### src/rtl/ray_column_flattener.sv
// rtl/ray_column_flattener.sv - expands one ray-cast column into ceiling/wall/floor RGB565 pixel writes
// Optional feature macro: SIDE_SHADE_EN (halves the wall colour of y-side hits).
module ray_column_flattener #(
  parameter int          SCREEN_WIDTH  = 320,
  parameter int          SCREEN_HEIGHT = 180,
  parameter logic [15:0] CEILING_COLOR = 16'h39E7,
  parameter logic [15:0] FLOOR_COLOR   = 16'h7BEF
) (
  input  logic        pixel_clk_in,
  input  logic        rst_in,
  input  logic        col_valid_in,
  output logic        col_ready_out,
  input  logic [8:0]  col_index_in,
  input  logic [7:0]  wall_height_in,
  input  logic [15:0] wall_color_in,
  input  logic        wall_side_in,
  input  logic        col_last_in,
  output logic [15:0] ray_address_out,
  output logic [15:0] ray_pixel_out,
  output logic        ray_valid_out,
  output logic        ray_last_pixel_out
);

  localparam logic [8:0]  HEIGHT_L = 9'(SCREEN_HEIGHT);
  localparam logic [8:0]  LAST_ROW = 9'(SCREEN_HEIGHT - 1);
  localparam logic [9:0]  WIDTH_X  = 10'(SCREEN_WIDTH);
  localparam logic [15:0] WIDTH_A  = 16'(SCREEN_WIDTH);

  typedef enum logic {IDLE, DRAW} state_t;

  state_t      state_q, state_d;
  logic [8:0]  y_q, y_d;
  logic [8:0]  top_q, top_d;
  logic [8:0]  bottom_q, bottom_d;
  logic [15:0] wall_q, wall_d;
  logic        last_col_q, last_col_d;
  logic [15:0] addr_q, addr_d;
  logic [15:0] pix_q, pix_d;
  logic        valid_q, valid_d;
  logic        last_pulse_q, last_pulse_d;

  logic [8:0]  h_clamp;
  logic [8:0]  top_in;
  logic [8:0]  bottom_in;
  logic [15:0] wall_in;
  logic        at_last_row;
  logic        accept;
  logic        in_range;

  function automatic logic [15:0] row_pixel(input logic [8:0] y, input logic [8:0] top,
                                            input logic [8:0] bottom, input logic [15:0] wall);
    if (y < top) begin
      return CEILING_COLOR;
    end else if (y < bottom) begin
      return wall;
    end
    return FLOOR_COLOR;
  endfunction

  // Wall span geometry for the column being offered, centred vertically.
  always_comb begin
    h_clamp   = (9'(wall_height_in) >= HEIGHT_L) ? HEIGHT_L : 9'(wall_height_in);
    top_in    = (HEIGHT_L - h_clamp) >> 1;
    bottom_in = top_in + h_clamp;
  end

`ifdef SIDE_SHADE_EN
  assign wall_in = wall_side_in
                 ? {1'b0, wall_color_in[15:12], 1'b0, wall_color_in[10:6], 1'b0, wall_color_in[4:1]}
                 : wall_color_in;
`else
  logic unused_side;
  assign unused_side = wall_side_in;
  assign wall_in     = wall_color_in;
`endif

  assign at_last_row   = (state_q == DRAW) && (y_q == LAST_ROW);
  assign col_ready_out = !rst_in && ((state_q == IDLE) || at_last_row);
  assign accept        = col_valid_in && col_ready_out;
  assign in_range      = {1'b0, col_index_in} < WIDTH_X;

  always_comb begin
    state_d      = state_q;
    y_d          = y_q;
    top_d        = top_q;
    bottom_d     = bottom_q;
    wall_d       = wall_q;
    last_col_d   = last_col_q;
    addr_d       = addr_q;
    pix_d        = pix_q;
    valid_d      = 1'b0;
    last_pulse_d = 1'b0;

    if (accept) begin
      if (in_range) begin
        // Row 0 of the new column goes straight to the outputs on the handshake edge.
        state_d      = DRAW;
        y_d          = 9'd0;
        top_d        = top_in;
        bottom_d     = bottom_in;
        wall_d       = wall_in;
        last_col_d   = col_last_in;
        addr_d       = {7'd0, col_index_in};
        pix_d        = row_pixel(9'd0, top_in, bottom_in, wall_in);
        valid_d      = 1'b1;
        last_pulse_d = col_last_in && (LAST_ROW == 9'd0);
      end else begin
        // Off-screen column: nothing to draw, but the end-of-frame marker still travels.
        state_d      = IDLE;
        last_pulse_d = col_last_in;
      end
    end else if (state_q == DRAW) begin
      if (at_last_row) begin
        state_d = IDLE;
      end else begin
        y_d          = y_q + 9'd1;
        addr_d       = addr_q + WIDTH_A;
        pix_d        = row_pixel(y_q + 9'd1, top_q, bottom_q, wall_q);
        valid_d      = 1'b1;
        last_pulse_d = last_col_q && ((y_q + 9'd1) == LAST_ROW);
      end
    end
  end

  always_ff @(posedge pixel_clk_in or posedge rst_in) begin
    if (rst_in) begin
      state_q      <= IDLE;
      y_q          <= 9'd0;
      top_q        <= 9'd0;
      bottom_q     <= 9'd0;
      wall_q       <= 16'd0;
      last_col_q   <= 1'b0;
      addr_q       <= 16'd0;
      pix_q        <= 16'd0;
      valid_q      <= 1'b0;
      last_pulse_q <= 1'b0;
    end else begin
      state_q      <= state_d;
      y_q          <= y_d;
      top_q        <= top_d;
      bottom_q     <= bottom_d;
      wall_q       <= wall_d;
      last_col_q   <= last_col_d;
      addr_q       <= addr_d;
      pix_q        <= pix_d;
      valid_q      <= valid_d;
      last_pulse_q <= last_pulse_d;
    end
  end

  assign ray_address_out    = addr_q;
  assign ray_pixel_out      = pix_q;
  assign ray_valid_out      = valid_q;
  assign ray_last_pixel_out = last_pulse_q;

endmodule

### config.mk
export PLATFORM = sky130hd
export DESIGN_NAME = ray_column_flattener
export DESIGN_NICKNAME = d
export VERILOG_FILES = /design/src/rtl/ray_column_flattener.sv
export SDC_FILE = /design/constraint.sdc
export NUM_CORES = 1
export LEC_CHECK = 0
export CAP_MARGIN = 20
export CORE_MARGIN = 3
export CORE_UTILIZATION = 30
export DETAILED_ROUTE_END_ITERATION = 8
export SLEW_MARGIN = 20
export SYNTH_ARGS = -nofsm -noshare
export SYNTH_HDL_FRONTEND = slang
export SYNTH_SLANG_ARGS = --single-unit
export TNS_END_PERCENT = 20
### constraint.sdc
create_clock -name pixel_clk_in -period 5.95 [get_ports pixel_clk_in]
set_input_delay 1.19 -clock pixel_clk_in [delete_from_list [all_inputs] [get_ports pixel_clk_in]]
set_output_delay 1.19 -clock pixel_clk_in [all_outputs]
set_load 0.05 [all_outputs]
Yosys cells after proc, flatten, opt, wreduce, memory -nomap -nowiden --
Index checks and enable logic that the tools add are counted.
Word-level totals: input bits 38, register bits after elaboration 77, output and inout bits 35, logic and storage cells 69
Operators by class: magnitude comparators 6, eq/ne operators 4, reduce and logical (&&, ||, !) cells 9, $add $sub $neg 4, mux-type cells 36, bitwise gates (word level) 1
Operators by type and width (number):
- two-way mux 16 bit | 14
- two-way mux 9 bit | 4
- == test 9 x 8 -> 1 bit (second input constant) | 2
- two-way mux 1 bit | 17
- adder 16 x 9 -> 16 bit (second input constant) | 1
- adder 8 x 8 -> 9 bit | 1
- adder 9 x 1 -> 9 bit (second input constant) | 1
- less-than comparator 1 x 9 -> 1 bit (first input constant) | 1
- less-than comparator 9 x 8 -> 1 bit | 1
- less-than comparator 9 bit | 1
- less-than comparator 9 bit (second input constant) | 1
- subtractor 8 x 8 -> 9 bit (first input constant) | 1
- greater-or-equal comparator 8 bit (second input constant) | 1
- less-than comparator 1 x 8 -> 1 bit (first input constant) | 1
- two-way mux 8 bit | 1
- logical AND 1 bit | 4
- inequality test 2 x 1 -> 1 bit (second input constant) | 2
- AND reduction 3 bit | 1
- AND reduction 2 bit | 1
- nonzero test 2 bit | 1
- logical NOT 1 bit | 1
- logical OR 1 bit | 1
- NOT 1 bit | 1

Depth between registers and ports, before layout --
Gate-level depths: netlist (run 1).
depth after elaboration 12, gate-level depth with buffers 17, mapped depth without buffers 15

Worst setup path after synthesis (run 1) --
Ideal clock, no wire load.
path type input -> register, from input wall_height_in[3], to register pix_q[0] (netlist: ray_pixel_out[0]), setup slack 1.450 ns, stages on the path 16, path buffers 3, required time 5.872 ns, arrival 4.423 ns, library setup time 0.078 ns, cells stage by stage buf_6 > o211a_1 > o21ai_2 > nand2_1 > ha_1 > buf_4 > a21oi_1 > a21oi_1 > a211oi_1 > ha_1 > a21o_2 > a221oi_1 > and4_4 > a41oi_4 > buf_6 > a21oi_1
On the way: cells in the longest elaborated chain, start to end 12, elaborated cells on any way between the ends 14, classes of those cells 2 x add/sub; 3 x order compare; 9 x mux
Ends and longest elaborated chain:
- start, declared | line 14 | input logic [7:0] wall_height_in,
- greater-or-equal comparator 8 bit | line 62 | h_clamp = (9'(wall_height_in) >= HEIGHT_L) ? HEIGHT_L : 9'(wall_height_in);
- two-way mux 8 bit * | line 62
- subtractor 8 x 8 -> 9 bit * | line 63 | top_in = (HEIGHT_L - h_clamp) >> 1;
- named net top_in[5] | line 43 | logic [8:0] top_in;
- adder 8 x 8 -> 9 bit | line 64 | bottom_in = top_in + h_clamp;
- less-than comparator 1 x 9 -> 1 bit | line 54 | end else if (y < bottom) begin
- two-way mux 1 bit | line 54
- two-way mux 1 bit | line 52 | if (y < top) begin
- two-way mux 1 bit | line 95 | if (in_range) begin
- two-way mux 1 bit | line 94 | if (accept) begin
- two-way mux 16 bit * | line 57 | return FLOOR_COLOR;
- two-way mux 16 bit * | line 95
- two-way mux 16 bit * | line 94
- end signal, assigned | line 145 | pix_q <= pix_d;
- end, declared | line 38 | logic [15:0] pix_q, pix_d;
Mark *: on every way through the listed nets, which the timed path passes. The rest lies on a longest branch. The select of a mux whose other input is x is not followed. A chain may end at the register's enable or synchronous reset.

Final worst setup path (run 1) --
from input wall_height_in[2], to register pix_q[10] (netlist: ray_pixel_out[10])
The elaborated chain is that of the path after synthesis.

==> impl_metrics.toml, run 1 <==
[sta]
post-route-period-util_pct = 89.1
finalSetupViolCount = 0
max_freq_ghz = 0.189
relSlewSlack_pct = 39.7
report.final.slew_viol_count = 0
period_needed_ns = 5.30
grt_setup_unrepaired = "no"
tightest_slew_ns = 0.902
hold_viol = 0
skew_ns = 0.00435
finalSetupTns_ns = 0

[worst_hold_path]
worstHoldPathType = "reg2reg"
min_path_cells = 2
hold_start = "ray_address_out[3]"
hold_end = "ray_address_out[3]"

[setup_path]
cp-start-kind = "input pin"
endpoint_kind = "register"
worstPathRequired_ns = 6.17
startpoint = "wall_height_in[2]"
rr_startpoint = "y_q[0]"
cpLargestDelayFamily = "compound AO/OA/AOI/OAI gates"
r2r-end = "ray_pixel_out[10]"
rrSetupSlack_ns = 2.23
crit_cells = 14
crit_chain = "clkdlybuf4s50_1 -> o211a_1 -> o21ai_2 -> nand2_1 -> ha_1 -> a21oi_1 -> a21oi_1 -> a211oi_1 -> ha_1 -> a21o_2 -> a21boi_0 -> xnor2_1 -> a41oi_4 -> a21o_2"
cpMaxStageDelayCell = "a211oi_1"
worstPathMaxFanout = 13
cp.buffers_inverters = 1
criticalPathCategory = "in2reg"
crit_arrival_ns = 5.52
rr_worst_depth = 12
slowest_delay_ns = 0.55

[cts]
cts_tree = "built"
cts.htree.levels = 3
holdBufCountCts = 0
clkSinkCount = 77
cts_made_buffers = 9
clockBufferDepth = 2
clk_pin_slew_worst_paths_ns = 0.05
cts_root_buffer = "clkbuf_16"
clock_latency_ns = 0.33
cts_setup_buffers = 0
ctsResizeCount = 0

[yosys]
synth_fa_ha_area_share_pct = 8.08
synthFlopType = "dfrtp_1"
async_reset_ff_share_pct = 100
avgSynthCellArea_um2 = 8.93
synth_top_area_share_pct = 42.9
synth_top_family_by_area = "compound AO/OA/AOI/OAI gates"
synth_xor_area_share_pct = 3.70
yosys.area_share.simple_pct = 17.3
synth_area_leader_cell = "dfrtp_1"
ys_seq_area_share_pct = 42.9
synth-compound-area-share_pct = 20.3
syn_nets = 570
synth_edf_count = 0
synth_cells = 503
synth_area_mm2 = 0.00449
synth-seq-cells = 77
synthTopCellsByArea = "dfrtp_1 (43%), ha_1 (8.1%), nand2_1 (7.3%), o21ai_0 (5.6%), inv_1 (3.8%)"
synth.area.mux_share_pct = 0.501
yosysUniqueCellTypes = 59
yosysWarningCount = 0

[grt]
antenna_found_initial = 0
grt_overflow = 0
grt_pass1_vias = 4013
track_usage_pct = 14.4
grt_first_pass_wirelength_um = 19500
grt_start_max_net_pins = 78

[detailed_routing]
drt_wl_total_um = 11600
final_antenna_net_count = 0
drt-wirelength-per-cell_um = 15.3
drc_errors = 0
viasPerCell = 5.06
dr_total_vias = 3833
first_pass_iters = 4
first_iter_violations = 145

[place]
placed_cell_area_mm2 = 0.00535
dp.final_hpwl_um = 8370
gp_congestion = 0.867
dp_cells = 742
port_buffers = 71

[cells_and_area]
final-seq-area_mm2 = 0.00193
multiInputGateArea_mm2 = 0.00226
mostFrequentLayoutCells = "nand2_1 (87), dfrtp_1 (77), clkdlybuf4s50_1 (71)"
stdcell_count = 757
final_common_cell = "nand2_1"
final_util_pct = 38.8
diodes = 0
drive_gt1_share_pct = 8.20
syn2layout_area_growth_pct = 25.9
fill_cells = 1418
postLayoutCellArea_mm2 = 0.00565
final_nets = 637

[power]
p_leak_nw = 2.53
irDropWorstVdd_uv = 241
switching_share_pct = 42.9
p_total_w = 0.00286
powerDensity_mw_per_mm2 = 505
comb_power_share_pct = 49.7
intPower_w = 0.00163
clockPowerShare_pct = 18.6
power.net_switching_w = 0.00123
pwr-share-seq_pct = 31.7

[die]
coreArea_mm2 = 0.0146
die_y_um = 128
ios = 73
core.rowCount = 44
die_area_mm2 = 0.0165
die_x_um = 128
initial_core_util_pct = 30.8

[flow_run]
drv_cap = 0

[outcome]
status = "completed"
[cell type report]
class                           count  area share, %
Timing Repair Buffer               80           14.0
Multi-Input combinational cell    357           39.9
Clock buffer                       12           4.36
Tap cell                          184           4.07
Inverter                           45           2.99
Sequential cell                    77           34.1
Clock inverter                      2          0.620
[power by group through the flow]
stage               combinational, W  sequential (W)  clock, W
detailed placement           0.00141        0.000911         0
global placement             0.00136        0.000903         0
CTS                          0.00143        0.000905  0.000545
finish                       0.00142        0.000906  0.000531
global route                 0.00157        0.000938  0.000566
floorplan                   0.000743         0.00117         0
[routing by layer]
layer | wire length [um] | vias to the layer above | track usage, %
li1 | - | 1885 | -
met1 | 4950 | 1844 | 17.9
met2 | 5830 | 88 | 24.6
met3 | 635 | 16 | 3.86
met4 | 144 | 0 | 4.24
met5 | 0 | - | 0
[per-stage QoR]
stage	setup WS, ns	hold slack, ns
after floorplan	1.45	0.446
after global placement	0.392	0.463
after detailed placement	0.315	0.469
after CTS	0.661	0.484
after global routing	0.283	0.510
final	0.647	0.480
[flip-flops by register name, indices dropped and copies added (netlist names)]
name and cells:
bottom_q 9, ray_pixel_out 16, top_q 8, last_col_q 1, ray_valid_out 1, wall_q 16, ray_address_out 16, y_q 9
ray_last_pixel_out 1
[synth_stat cells (4+ instances only)]
| cell type | instances |
|---|---|
| dfrtp_1 | 77 |
| nand4_1 | 16 |
| nand2_1 | 87 |
| a21o_1 | 5 |
| clkbuf_1 | 13 |
| nor2_1 | 24 |
| and3_1 | 5 |
| a211oi_1 | 4 |
| o21a_1 | 4 |
| inv_1 | 45 |
| nor3_1 | 5 |
| xnor2_1 | 11 |
| a21oi_1 | 25 |
| and2_1 | 4 |
| o22ai_1 | 13 |
| o31ai_1 | 5 |
| nand3_1 | 12 |
| ha_1 | 29 |
| xor2_1 | 8 |
| o21ai_0 | 50 |
| a21o_2 | 6 |
| buf_6 | 6 |
[cells by family after synthesis]
kind of cell               after synthesis
muxes                                    2
DFF                                     77
xor gates and xnor gates                19
adders and majority gates               29
and+or+nand+nor                        169
buffers and inverters                   69
AOI/OAI and AO/OA                      138
[worst reg2reg max path: cells and delay by family, from the launching register on]
family                     cells  cell delay (ns)
xor gates and xnor gates       1             0.18
buffers and inverters          1             0.14
AOI/OAI and AO/OA              4             0.96
and+or+nand+nor                4             1.30
DFF                            1             0.47
adders and majority gates      2             0.63
[worst max-delay path by stage]
stage                              to  slack (ns)
floorplan            ray_pixel_out[0]        1.45
global placement    ray_pixel_out[15]        0.39
detailed placement   ray_pixel_out[4]        0.31
CTS                 ray_pixel_out[10]        0.66
global route        ray_pixel_out[10]        0.28
finish              ray_pixel_out[10]        0.65
No activity file was read; power rests on OpenSTA's default activity.
==> run 2: changes to the inputs <==
PLACE_DENSITY = 0.51   (was default)
==> impl_metrics.toml, run 2 (same netlist as run 1, synthesis figures left out) <==
[sta]
hold_slack_ns = 0.473
report.final.slew_viol_count = 0
hold_viol = 0
grt_setup_unrepaired = "no"
finalWorstSetupSlack_ns = 0.689
tightest_slew_ns = 0.738
post-route-period-util_pct = 88.4
max_freq_ghz = 0.190
relSlewSlack_pct = 50.8
period_needed_ns = 5.26
finalSetupViolCount = 0
skew_ns = 0.00500
finalSetupTns_ns = 0

[detailed_routing]
final_antenna_net_count = 0
drc_errors = 0
first_pass_iters = 5
dr_total_vias = 3789
first_iter_violations = 152
drt_wl_total_um = 11400
viasPerCell = 5.00
drt-wirelength-per-cell_um = 15.0

[setup_path]
worstPathMaxFanout = 13
rr_worst_depth = 12
crit_arrival_ns = 5.49
r2r-end = "ray_pixel_out[4]"
cpMaxStageDelayCell = "a211oi_1"
rr_startpoint = "y_q[0]"
cp-start-kind = "input pin"
criticalPathCategory = "in2reg"
worstPathRequired_ns = 6.18
slowest_delay_ns = 0.59
rrSetupSlack_ns = 2.39
endpoint_kind = "register"
crit_chain = "clkdlybuf4s50_1 -> and2_1 -> o21ai_0 -> and2_1 -> inv_1 -> ha_1 -> a21oi_1 -> a21oi_1 -> a211oi_1 -> ha_1 -> a21o_2 -> a221oi_1 -> and4_4 -> a41oi_4 -> a21o_2"

[cells_and_area]
drive_gt1_share_pct = 8.71
mostFrequentLayoutCells = "nand2_1 (87), dfrtp_1 (77), clkdlybuf4s50_1 (71)"
diodes = 0
syn2layout_area_growth_pct = 27.0
final_common_cell = "nand2_1"
final_nets = 636
fill_cells = 1459
stdcell_count = 758

[grt]
grt_pass1_vias = 3941
grt_first_pass_wirelength_um = 19500
grt_start_max_net_pins = 78
grt_overflow = 0
antenna_found_initial = 0
track_usage_pct = 14.6

[power]
p_leak_nw = 2.55
powerDensity_mw_per_mm2 = 516
p_total_w = 0.00294
irDropWorstVdd_uv = 206

[cts]
clockBufferDepth = 2
holdBufCountCts = 0
ctsResizeCount = 0
clk_pin_slew_worst_paths_ns = 0.06
cts_made_buffers = 9
cts_root_buffer = "clkbuf_16"
cts_tree = "built"
cts.htree.levels = 3
clkSinkCount = 77
cts_setup_buffers = 0
clock_latency_ns = 0.34

[worst_hold_path]
hold_end = "ray_address_out[4]"
hold_start = "ray_address_out[4]"
min_path_cells = 2
worstHoldPathType = "reg2reg"

[die]
ios = 73
die_area_mm2 = 0.0165
coreArea_mm2 = 0.0146
core.rowCount = 44
die_y_um = 128
die_x_um = 128
initial_core_util_pct = 30.8

[flow_run]
drv_cap = 0

[place]
pre_cts_ws_ns = 0.360
dp.final_hpwl_um = 8300
gp_congestion = 0.822
port_buffers = 71
dp_cells = 742

[outcome]
status = "completed"
[run 2: cell types whose count changed in the layout (fill, tap and decap cells not counted), sizes merged]
| cell | before | now |
|---|---|---|
| buf | 9 | 8 |
| bufinv | 1 | 3 |
| clkbuf | 12 | 9 |
| clkinv | 1 | 3 |
| inv | 45 | 46 |
[run 2: report_power, final]
group | switching, W | leakage, nW | total, W | internal [W]
clock | 0.000226 | 0.170 | 0.000638 | 0.000412
sequential | 0.000160 | 0.942 | 0.000904 | 0.000744
combinational | 0.000850 | 1.44 | 0.00140 | 0.000550
total | 0.00124 | 2.55 | 0.00294 | 0.00171
[run 2: worst max path at each step]
| stage | startpoint | end | slack [ns] | depth (start not counted) |
|---|---|---|---|---|
| floorplan | wall_height_in[3] | ray_pixel_out[0] | 1.45 | 16 |
| global route | wall_height_in[4] | ray_pixel_out[4] | 0.34 | 15 |
| CTS | wall_height_in[4] | ray_pixel_out[10] | 0.70 | 15 |
| detailed placement | wall_height_in[4] | ray_pixel_out[10] | 0.36 | 15 |
| global placement | wall_height_in[4] | ray_pixel_out[10] | 0.43 | 15 |
| finish | wall_height_in[4] | ray_pixel_out[15] | 0.69 | 15 |
[run 2: worst max-delay path: cells and delay by family]
| kind | cells | cell delay (ns) |
|---|---|---|
| compound gates | 8 | 2.23 |
| fa+ha+maj | 2 | 0.65 |
| buf+inv | 2 | 0.62 |
| simple gates | 3 | 0.78 |
[run 2: cell type report]
cell class                 count  area (um2)  share of cell area [%]
multi-input combinational    357        2260                    39.6
sequential                    77        1930                    33.8
timing repair buffer          79         774                    13.6
tap                          184         230                    4.04
clock buffer                   9         225                    3.95
inverter                      45         169                    2.96
clock inverter                 7         121                    2.13
[run 2: metal layers]
layer | vias to the layer above | global-route usage [%] | wire [um]
li1 | 1879 | - | -
met4 | 0 | 4.37 | 120
met2 | 65 | 24.2 | 5570
met1 | 1835 | 19.0 | 5220
met5 | - | 0 | 0
met3 | 10 | 3.57 | 463
[run 2: per-stage QoR]
stage | utilization [%] | instance area (um2)
finish | 39.1 | 5700
global route | 39.1 | 5700
CTS | 39.1 | 5700
detailed placement | 36.7 | 5350
global placement | 36.7 | 5350
floorplan | - | 4490
==> edit (flow settings as in run 2) <==
Build with the macro `SIDE_SHADE_EN` defined.
--- a/src/rtl/ray_column_flattener.sv
+++ b/src/rtl/ray_column_flattener.sv
@@ -2,2 +2,4 @@
 // Optional feature macro: SIDE_SHADE_EN (halves the wall colour of y-side hits).
+`define SIDE_SHADE_EN
+
 module ray_column_flattener #(
Function: changed (a bounded check fails within 4 cycles, from zero or initial values and one cycle with rst_in high).
==> edit against run 2 <==
Area after synthesis increased by 4.1%; via count is 3.0% higher; design area increased by 3.8%; critical endpoint is now ray_pixel_out[4]; clock power shrank 8.2%; power increased by 1.1%; wire length rose by 7.1%; synthesized cell count up 2.4%; worst setup slack worse by 0.34 ns; largest cell class unchanged; sequential cell count stayed put; combinational power rose by 7%.
==> edit: results (changes against run 2) <==
[clock_tree]
cts_setup_buffers=0  ; unchanged
cts-root-buf=clkbuf_16
htreeDepth=3  ; unchanged
clkLatencyLatePin_ns=0.34  ; about the same
cts_buffers=9  ; unchanged
clk_pin_slew_ns=0.06  ; about the same
clockBufferDepth=2  ; unchanged

[grt]
grt_usage_pct=14.8  ; +0.15 points
grt_pass1_wl_mm=19.9  ; +2.0%
grt_max_degree=50  ; -36%
first_global_vias=3881  ; -1.5%
antenna_found_initial=0  ; unchanged

[min_path]
hp-class=reg -> reg

[synth]
synth_fp_nets=582  ; +2.1%
ys_types=67  ; +14%
synth_area_leaders=dfrtp_1 41%, ha_1 7.8%, nand2_1 7.5%
avgSynthCellArea_um2=9.08  ; +1.7%
yosys_warnings=0  ; unchanged
synth.top_cells.by_count=93 x nand2_1, 77 x dfrtp_1, 38 x o21ai_0
yosysSeqAreaShare_pct=41.2  ; -1.7 points
async_flop_share_pct=100  ; unchanged

[critical_path]
cp_max_fo=11  ; -2
cp.arrival_ns=5.81  ; +0.32 ns

[placement]
port_buffers=72  ; +1.4%
place_congestion=0.860  ; +4.7%
placed_area_um2=5600  ; +4.6%
dpl.hpwl_mm=9.12  ; +9.9%
pre_cts_slack_ns=0.0651  ; -0.295 ns
dp.cells=758  ; +2.2%

[route]
first_pass_iters=4  ; -1
routed_wirelength_mm=12.2  ; +7.1%
met2_length_mm=5.82  ; +4.4%
vias_per_cell=5.06  ; +1.2%
wl_met1_mm=5.68  ; +8.8%
drtIter0Drc=191  ; +26%
wl_per_cell_um=15.8  ; +5.1%
wl_met3_um=418  ; -9.7%
top_layer=met4

[sta]
skew_ns=0.0101  ; +0.00510 ns
tns_ns=0  ; unchanged
slew_headroom_pct=39.6  ; -11 points

[final_layout]
nNetsFinal=648  ; +1.9%
drive_gt1_share_pct=7.19  ; -1.5 points
diodes=0  ; unchanged
nFillCells=1508  ; +3.4%

[run_status]
outcome=finished, final reports clean

[power_and_ir_drop]
p_leak_nw=2.61  ; +2.2%
ir_drop_uv=230  ; +11%

edit: changes by cell type in the layout (fill, tap and decap cells not counted), sizes merged, moves of 4 or more:
cell and delta:
a21oi -18, nand4 -15, mux2i +13, o21ai -12, o22ai -11, o221a +10
o311ai +10, inv -9, nand2 +6, nor2 +6, nand3 +5, o31ai +5
and3 -4, o221ai +4
edit: report_power, final:
part	internal, mW	switching (mW)	total (mW)
sequential	0.738	0.149	0.886
clock	0.374	0.212	0.586
combinational	0.609	0.895	1.50
edit: final timing paths:
kind	cells past startpoint	start	slack (ns)	to
worst min-delay path	2	ray_address_out[0]	0.47	ray_address_out[0]
min in group asynchronous	2	rst_in	1.30	ray_address_out[11]
worst max register to register	12	y_q[0]	2.49	ray_pixel_out[10]
worst min register to register	2	ray_address_out[0]	0.47	ray_address_out[0]
worst max-delay path	18	wall_height_in[5]	0.35	ray_pixel_out[4]
max in group asynchronous	3	rst_in	3.57	wall_q[10]
edit: metrics by stage:
step / power [mW] / util, % / hold WS, ns
after CTS: 3.01 / 38.9 / 0.481
after global placement: 2.37 / 36.8 / 0.458
after floorplan: 1.96 / - / 0.446
after global routing: 3.20 / 38.9 / 0.498
after detailed placement: 2.40 / 36.8 / 0.467
final: 2.98 / 38.9 / 0.473
edit: cell families after synthesis:
family | count (synthesis) | share of synthesized area [%]
AND/OR/NAND/NOR | 179 | 17.6
AO/OA/AOI/OAI | 128 | 20.4
flip-flops | 77 | 41.2
buffers and inverters | 65 | 5.65
adder cells (fa/ha/maj) | 29 | 7.76
XOR/XNOR | 22 | 4.12
multiplexers | 15 | 3.26
edit: metal layers:
metal	vias to the layer above	track usage, %
met2	67	24.0
li1	1953	-
met1	1866	19.5
met5	-	0
met4	0	6.17
met3	18	2.36
edit: area by class of cell:
cell class,instances,share of cell area [%]
multi-input cells,373,42.3
flip-flops and latches,77,32.5
repair buffers,82,13.4
clock buffers,10,4.04
well taps,188,3.97
inverters,38,2.41
clock inverters,4,1.25
edit: critical path: stages:
cell and delay (ns):
clkdlybuf4s50_1 0.50, o211a_1 0.18, o21ai_0 0.49, and2_1 0.28, inv_1 0.08, ha_1 0.24
a21o_2 0.25, nor2_1 0.14, nor2_1 0.05, a221oi_1 0.31, ha_1 0.36, a21o_1 0.23
a21oi_1 0.15, nand2_1 0.06, a21o_1 0.19, or4b_4 0.58, nor3_2 0.40, o31ai_1 0.13
edit: timing repair:
| item | CTS | global route |
|---|---|---|
| resized for setup | 0 | 1 |
| hold endpoints to repair | 0 | 0 |
| endpoints found under the setup margin | 0 | 1 |
| hold buffers | 0 | 0 |
